### src/rtl/anton_neopixel_encoder_pkg.sv
// Shared types and timing defaults for the neopixel encoder.
// 7 MHz clock: one sub-bit per cycle, eight sub-bits per data bit.
package anton_neopixel_encoder_pkg;

  typedef enum logic {
    ENUM_STATE_RESET    = 1'b0,
    ENUM_STATE_TRANSMIT = 1'b1
  } state_e;

  localparam int RESET_CYCLES_DEF = 350;
  localparam int T0H_CYCLES_DEF   = 2;
  localparam int T1H_CYCLES_DEF   = 5;

  // GRB word goes out MSB first; out-of-range index reads as '0'.
  function automatic logic pick_bit(
    input logic [23:0] px,
    input logic [4:0]  idx
  );
    if (idx > 5'd23) return 1'b0;
    return px[5'd23 - idx];
  endfunction

endpackage

### src/rtl/anton_neopixel_encoder_if.sv
// Encoder-side bundle: control bits, stream indices and line outputs.
// master = stream controller side, slave = encoder.
interface anton_neopixel_encoder_if;
  import anton_neopixel_encoder_pkg::*;

  logic        reg_ctrl_init;
  logic        reg_ctrl_run;
  logic        reg_ctrl_loop;
  logic        stream_output;
  logic        stream_reset;
  logic        stream_bit_of;
  logic        stream_pixel_of;
  logic [2:0]  bit_pattern_index;
  logic [4:0]  pixel_bit_index;
  logic [23:0] pixel_data;
  state_e      state;
  logic        neopixel_data;
  logic        frame_done;
  logic        run_clear;

  modport master (
    output reg_ctrl_init, reg_ctrl_run, reg_ctrl_loop,
    output stream_output, stream_reset,
    output stream_bit_of, stream_pixel_of,
    output bit_pattern_index, pixel_bit_index, pixel_data,
    input  state, neopixel_data, frame_done, run_clear
  );

  modport slave (
    input  reg_ctrl_init, reg_ctrl_run, reg_ctrl_loop,
    input  stream_output, stream_reset,
    input  stream_bit_of, stream_pixel_of,
    input  bit_pattern_index, pixel_bit_index, pixel_data,
    output state, neopixel_data, frame_done, run_clear
  );

endinterface

### src/rtl/anton_neopixel_encoder_reset_timer.sv
// Latch/reset period counter with terminal-count detect.
// Freezes when not enabled; clears on init and on terminal count.
module anton_neopixel_reset_timer #(
  parameter int RESET_CYCLES = 350,
  localparam int W = $clog2(RESET_CYCLES + 1)
) (
  input  logic i_clk,
  input  logic i_rst_n,
  input  logic i_init,
  input  logic i_count_en,
  output logic o_tc
);

  logic [W-1:0] r_count;

  assign o_tc = i_count_en && !i_init &&
                (r_count == W'(RESET_CYCLES - 1));

  always_ff @(posedge i_clk) begin
    if (!i_rst_n) begin
      r_count <= '0;
    end else if (i_init || o_tc) begin
      r_count <= '0;
    end else if (i_count_en) begin
      r_count <= r_count + 1'b1;
    end
  end

endmodule

### src/rtl/anton_neopixel_encoder.sv
// Neopixel line encoder: pulse shaping plus TRANSMIT/RESET sequencing.
// All outputs are registered, one cycle after their condition.
module anton_neopixel_encoder
  import anton_neopixel_encoder_pkg::*;
#(
  parameter int RESET_CYCLES = RESET_CYCLES_DEF,
  parameter int T0H_CYCLES   = T0H_CYCLES_DEF,
  parameter int T1H_CYCLES   = T1H_CYCLES_DEF
) (
  input logic                     clk7mhz,
  input logic                     syncn_reset,
  anton_neopixel_encoder_if.slave io_np
);

  state_e     r_state;
  state_e     w_next;
  logic       r_data;
  logic       r_frame_done;
  logic       r_run_clear;
  logic       w_frame_done;
  logic       w_run_clear;
  logic       w_tc;
  logic       w_bit;
  logic [3:0] w_thr;
  logic       w_pulse;
  logic       w_unused_run;

  // Run gating already arrives folded into stream_output/stream_reset.
  assign w_unused_run = io_np.reg_ctrl_run;

  anton_neopixel_reset_timer #(
    .RESET_CYCLES(RESET_CYCLES)
  ) u_timer (
    .i_clk      (clk7mhz),
    .i_rst_n    (syncn_reset),
    .i_init     (io_np.reg_ctrl_init),
    .i_count_en ((r_state == ENUM_STATE_RESET) && io_np.stream_reset),
    .o_tc       (w_tc)
  );

  assign w_bit   = pick_bit(io_np.pixel_data, io_np.pixel_bit_index);
  assign w_thr   = w_bit ? 4'(T1H_CYCLES) : 4'(T0H_CYCLES);
  assign w_pulse = io_np.stream_output &&
                   ({1'b0, io_np.bit_pattern_index} < w_thr);

  always_comb begin
    w_next       = r_state;
    w_frame_done = 1'b0;
    w_run_clear  = 1'b0;
    if (io_np.reg_ctrl_init) begin
      w_next = ENUM_STATE_RESET;
    end else begin
      unique case (r_state)
        ENUM_STATE_TRANSMIT: begin
          if (io_np.stream_bit_of && io_np.stream_pixel_of)
            w_next = ENUM_STATE_RESET;
        end
        ENUM_STATE_RESET: begin
          if (w_tc) begin
            w_frame_done = 1'b1;
            if (io_np.reg_ctrl_loop) w_next = ENUM_STATE_TRANSMIT;
            else                     w_run_clear = 1'b1;
          end
        end
        default: w_next = ENUM_STATE_RESET;
      endcase
    end
  end

  always_ff @(posedge clk7mhz) begin
    if (!syncn_reset) begin
      r_state      <= ENUM_STATE_RESET;
      r_data       <= 1'b0;
      r_frame_done <= 1'b0;
      r_run_clear  <= 1'b0;
    end else begin
      r_state      <= w_next;
      r_data       <= w_pulse && !io_np.reg_ctrl_init;
      r_frame_done <= w_frame_done;
      r_run_clear  <= w_run_clear;
    end
  end

  assign io_np.state         = r_state;
  assign io_np.neopixel_data = r_data;
  assign io_np.frame_done    = r_frame_done;
  assign io_np.run_clear     = r_run_clear;

endmodule

### src/flat_wrapper.sv
// flat-port wrapper written by rule: the top's interface ports become plain ports
module anton_neopixel_encoder_flat import anton_neopixel_encoder_pkg::*;
#(
  parameter int RESET_CYCLES = RESET_CYCLES_DEF,
  parameter int T0H_CYCLES   = T0H_CYCLES_DEF,
  parameter int T1H_CYCLES   = T1H_CYCLES_DEF
)
  (clk7mhz, syncn_reset, io_np_reg_ctrl_init, io_np_reg_ctrl_run, io_np_reg_ctrl_loop, io_np_stream_output, io_np_stream_reset, io_np_stream_bit_of, io_np_stream_pixel_of, io_np_bit_pattern_index, io_np_pixel_bit_index, io_np_pixel_data, io_np_state, io_np_neopixel_data, io_np_frame_done, io_np_run_clear);
  anton_neopixel_encoder_if io_np_i ();
  input logic clk7mhz;
  input logic syncn_reset;
  input wire logic [$bits(io_np_i.reg_ctrl_init)-1:0] io_np_reg_ctrl_init;
  input wire logic [$bits(io_np_i.reg_ctrl_run)-1:0] io_np_reg_ctrl_run;
  input wire logic [$bits(io_np_i.reg_ctrl_loop)-1:0] io_np_reg_ctrl_loop;
  input wire logic [$bits(io_np_i.stream_output)-1:0] io_np_stream_output;
  input wire logic [$bits(io_np_i.stream_reset)-1:0] io_np_stream_reset;
  input wire logic [$bits(io_np_i.stream_bit_of)-1:0] io_np_stream_bit_of;
  input wire logic [$bits(io_np_i.stream_pixel_of)-1:0] io_np_stream_pixel_of;
  input wire logic [$bits(io_np_i.bit_pattern_index)-1:0] io_np_bit_pattern_index;
  input wire logic [$bits(io_np_i.pixel_bit_index)-1:0] io_np_pixel_bit_index;
  input wire logic [$bits(io_np_i.pixel_data)-1:0] io_np_pixel_data;
  output wire logic [$bits(io_np_i.state)-1:0] io_np_state;
  output wire logic [$bits(io_np_i.neopixel_data)-1:0] io_np_neopixel_data;
  output wire logic [$bits(io_np_i.frame_done)-1:0] io_np_frame_done;
  output wire logic [$bits(io_np_i.run_clear)-1:0] io_np_run_clear;
  assign io_np_i.reg_ctrl_init = io_np_reg_ctrl_init;
  assign io_np_i.reg_ctrl_run = io_np_reg_ctrl_run;
  assign io_np_i.reg_ctrl_loop = io_np_reg_ctrl_loop;
  assign io_np_i.stream_output = io_np_stream_output;
  assign io_np_i.stream_reset = io_np_stream_reset;
  assign io_np_i.stream_bit_of = io_np_stream_bit_of;
  assign io_np_i.stream_pixel_of = io_np_stream_pixel_of;
  assign io_np_i.bit_pattern_index = io_np_bit_pattern_index;
  assign io_np_i.pixel_bit_index = io_np_pixel_bit_index;
  assign io_np_i.pixel_data = io_np_pixel_data;
  assign io_np_state = io_np_i.state;
  assign io_np_neopixel_data = io_np_i.neopixel_data;
  assign io_np_frame_done = io_np_i.frame_done;
  assign io_np_run_clear = io_np_i.run_clear;
  anton_neopixel_encoder #(.RESET_CYCLES(RESET_CYCLES), .T0H_CYCLES(T0H_CYCLES), .T1H_CYCLES(T1H_CYCLES)) u_core (.clk7mhz(clk7mhz), .syncn_reset(syncn_reset), .io_np(io_np_i));
endmodule
### config.mk
export PLATFORM = sky130hd
export DESIGN_NAME = anton_neopixel_encoder_flat
export DESIGN_NICKNAME = d
export VERILOG_FILES = /design/src/rtl/anton_neopixel_encoder_pkg.sv /design/src/rtl/anton_neopixel_encoder_if.sv /design/src/rtl/anton_neopixel_encoder_reset_timer.sv /design/src/rtl/anton_neopixel_encoder.sv /design/src/flat_wrapper.sv
export SDC_FILE = /design/constraint.sdc
export NUM_CORES = 1
export LEC_CHECK = 0
export BUFFER_PORTS_ARGS = -buffer_cell sky130_fd_sc_hd__buf_4
export CORE_MARGIN = 2
export CORE_UTILIZATION = 49
export DETAILED_ROUTE_END_ITERATION = 10
export GPL_TIMING_DRIVEN = 0
export PLACE_DENSITY_LB_ADDON = 0.2
export SYNTH_ARGS = -nofsm -noshare
export SYNTH_HDL_FRONTEND = slang
export SYNTH_HIERARCHICAL = 1
export SYNTH_SLANG_ARGS = --single-unit
### constraint.sdc
create_clock -name clk7mhz -period 4.1 [get_ports clk7mhz]
set_input_delay 0.41 -clock clk7mhz [delete_from_list [all_inputs] [get_ports clk7mhz]]
set_output_delay 0.41 -clock clk7mhz [all_outputs]
set_load 0.005 [all_outputs]
==> flow_metrics.env <==
export IMPL_status="finished, final reports clean"
export IMPL_seq_power_share_pct=46.4
export IMPL_die_w_um=47.9
export IMPL_crit_required_ps=4310
export IMPL_portBuffers=40
export IMPL_clock_sinks=13
export IMPL_path_clk_slew_ps=70
export IMPL_grt_pass1_wl_mm=3.44
export IMPL_drt_iter0_drc=7
export IMPL_track_usage_pct=21.8
export IMPL_worst_pin_slew_ps=553
export IMPL_die_area_sq_mm=0.00230
export IMPL_vias=953
export IMPL_drc=0
export IMPL_clock_skew_ps=9.64
export IMPL_slowest_delay_ps=500
export IMPL_syn_mean_instance_area_sq_um=9.37
export IMPL_ctsResizeCount=0
export IMPL_p_leak_uw=0.000534
export IMPL_nNetsFinal=192
export IMPL_area_growth_pct=37.8
export IMPL_core_sq_mm=0.00176
export IMPL_synth_flop_cell="dfxtp_1"
export IMPL_grt_max_degree=10
export IMPL_cts_hold_buf=0
export IMPL_power_density_mw_per_mm2=213
export IMPL_syn_num_nets=147
export IMPL_max_freq_mhz=476
export IMPL_grt_remaining_overflow=0
export IMPL_initial_core_util_pct=53.6
export IMPL_cts_tree="yes"
export IMPL_detail_route_wirelength_mm=2.13
export IMPL_place_gp_congestion=0.880
export IMPL_final_hold_viol_count=0
export IMPL_die_h_um=47.9
export IMPL_drv_slew=0
export IMPL_yosys_warnings=6
export IMPL_rr_worst_depth=6
export IMPL_arrival_ps=2310
export IMPL_dpl_cell_area_sq_mm=0.00128
export IMPL_clock_power_share_pct=28.1
export IMPL_firstDrtPassIters=4
export IMPL_ioPinCount=45
export IMPL_hp_class="in2reg"
export IMPL_power_switching_uw=66.9
export IMPL_cp_start_kind="input pin"
export IMPL_hold_path_startpoint="io_np_reg_ctrl_loop"
export IMPL_drtAntennaViolNets=0
export IMPL_fin_crit_sh_pct=51.2
export IMPL_clock_latency_ps=280
export IMPL_num_fill_cells=154
export IMPL_finalCriticalPeriod_ps=2100
export IMPL_synth_cell_types=46
export IMPL_syn_area_sq_um=946
export IMPL_ff2ff_setup_slack_ps=2480
export IMPL_place_hpwl_mm=1.80
export IMPL_layout_setup_ws_ps=2000
export IMPL_power_switching_share_pct=24.1
export IMPL_multi_input_comb_area_sq_um=623
export IMPL_criticalPathCategory="in2reg"
export IMPL_diodes=0
export IMPL_synthCells=101
export IMPL_vdd_ir_drop_max_uv=164
export IMPL_cts_setup_buffers=0
export IMPL_finalSetupViolCount=0
export IMPL_hold_end="u_core/io_np.run_clear"
export IMPL_worstReg2RegStart="u_core/u_timer/r_count[0]"
export IMPL_crit_path_top_delay_cell="mux4_2"
export IMPL_vias_per_cell=5.61
export IMPL_antenna_found_initial=0
export IMPL_end_kind="register"
export IMPL_routedWlPerCell_um=12.6
export IMPL_synth_edf_count=0
export IMPL_whs_ps=298
export IMPL_seqCellArea_sq_um=260
export IMPL_ys_ff_latch=13
export IMPL_crit_chain="buf_6 > mux4_2 > mux2i_1 > or3_1 > o211a_2 > inv_1 > ha_1 > o21a_1 > o21ai_0 > nand4b_1 > a21oi_2"
export IMPL_cts_root_buffer="clkbuf_4"
export IMPL_numCtsBuffers=3
export IMPL_fin_area_sq_mm=0.00130
export IMPL_cts_buffer_depth=2
export IMPL_power_frac_comb_pct=25.5
export IMPL_crit_fanout=9
export IMPL_synth_seq_area_share_pct=27.5
export IMPL_relSlewSlack_pct=62.8
export IMPL_grt_pass1_vias=897
export IMPL_rsz0062_at_grt="false"
export IMPL_internal_power_uw=211
export IMPL_h_tree_depth=1
export IMPL_drive_gt1_share_pct=38.6
export IMPL_row_count=15
export IMPL_pre_cts_slack_ps=1710
export IMPL_reg2reg_to="u_core/io_np.state"
export IMPL_maxCapViolations=0
export IMPL_hold_depth=2
export IMPL_tns_ps=0
export IMPL_ys_async_sr_fraction_pct=0
## cell families (layout without fill, tap and decap cells)
kind of cell / count (synthesis) / count (layout) / synth area share, %
XOR/XNOR: 2 / 2 / 1.85
multiplexers: 9 / 9 / 13.5
AND/OR/NAND/NOR: 42 / 42 / 27.8
AO/OA/AOI/OAI: 21 / 21 / 16.1
adder cells (fa/ha/maj): 5 / 5 / 6.61
flip-flops: 13 / 13 / 27.5
buffers and inverters: 9 / 53 / 6.61
## cells in the mapped netlist (all sizes together), types with 2 or more instances
cell    count  area [sq um]
inv         5          18.8
o211ai      2          15.0
nor2        3          11.3
o31ai       2          15.0
nor2b       4          25.0
nand3b      3          22.5
or3         2          12.5
ha          5          62.6
a21oi       4          23.8
nor3        2          10.0
nand2       8          30.0
or4         2          15.0
mux4        3          67.6
nand4       3          25.0
a31oi       4          25.0
buf         3          30.0
dfxtp      13           260
mux2i       6          60.1
nand3       4          25.0
## stage by stage
step                      power (uW)  instances  util (%)
after floorplan                  170        101         -
after CTS                        282        170      73.9
after global routing             293        170      73.9
after detailed placement         203        166      72.4
after global placement           201        166      72.4
final                            278        170      73.9
## state kept, by name, indices dropped and copies added (netlist names)
name / count
u_core/io_np.run_clear: 1
u_core/io_np.state: 1
u_core/u_timer/r_count: 9
u_core/io_np.neopixel_data: 1
u_core/io_np.frame_done: 1
## worst max-delay path by stage
| stage | end | startpoint | depth (start not counted) |
|---|---|---|---|
| 2_1_floorplan | u_core/io_np.neopixel_data | io_np_pixel_bit_index[0] | 11 |
| 3_3_place_gp | u_core/io_np.neopixel_data | io_np_pixel_bit_index[0] | 11 |
| 3_5_place_dp | u_core/io_np.neopixel_data | io_np_pixel_bit_index[0] | 11 |
| 4_1_cts | u_core/io_np.neopixel_data | io_np_pixel_bit_index[0] | 11 |
| 5_1_grt | u_core/io_np.neopixel_data | io_np_pixel_bit_index[1] | 10 |
| 6_report | u_core/io_np.neopixel_data | io_np_pixel_bit_index[0] | 11 |
## worst max-delay path, delay by kind of cell
kind	cells	cell delay, ps
compound gates	4	600
fa+ha+maj	1	270
buf+inv	2	160
mux	2	630
simple gates	2	250
## placed cells by master, fill, tap and decap left out, types with 2 or more instances in the layout
cell / n
nand4_1: 2
nor3_1: 2
or4_1: 2
ha_1: 5
a21oi_1: 3
o31ai_1: 2
mux4_2: 3
buf_6: 2
mux2i_1: 6
nor2_1: 3
dfxtp_1: 13
nor2b_1: 4
nand3b_1: 3
nand3_1: 3
buf_4: 41
nand2_1: 8
inv_1: 5
clkbuf_4: 3
a31oi_1: 4
o211ai_1: 2
or3_1: 2
## final cells by class
cell class                      instances  share of cell area (%)
Inverter                                5                    1.44
Clock buffer                            4                    2.02
Timing Repair Buffer                   40                    23.0
Multi-Input combinational cell         79                    47.8
Buffer                                  4                    3.36
Tap cell                               25                    2.40
Sequential cell                        13                    20.0
## routing by layer
metal  vias to the layer above  routed length, um  global-route usage (%)
li1                        477                  -                       -
met3                         5                151                    4.53
met4                         0                 38                    9.73
met5                         -                  0                       0
met2                        41               1110                    39.7
met1                       430                832                    23.9
## power by group through the flow
stage / registers (uW) / logic [uW] / clock network [uW]
2_1_floorplan: 132 / 38.0 / 0
3_3_place_gp: 132 / 69.0 / 0
3_5_place_dp: 132 / 71.5 / 0
4_1_cts: 129 / 71.8 / 80.9
5_1_grt: 129 / 78.3 / 85.5
6_report: 129 / 70.9 / 78.2
(Power assumes the default switching activity.)
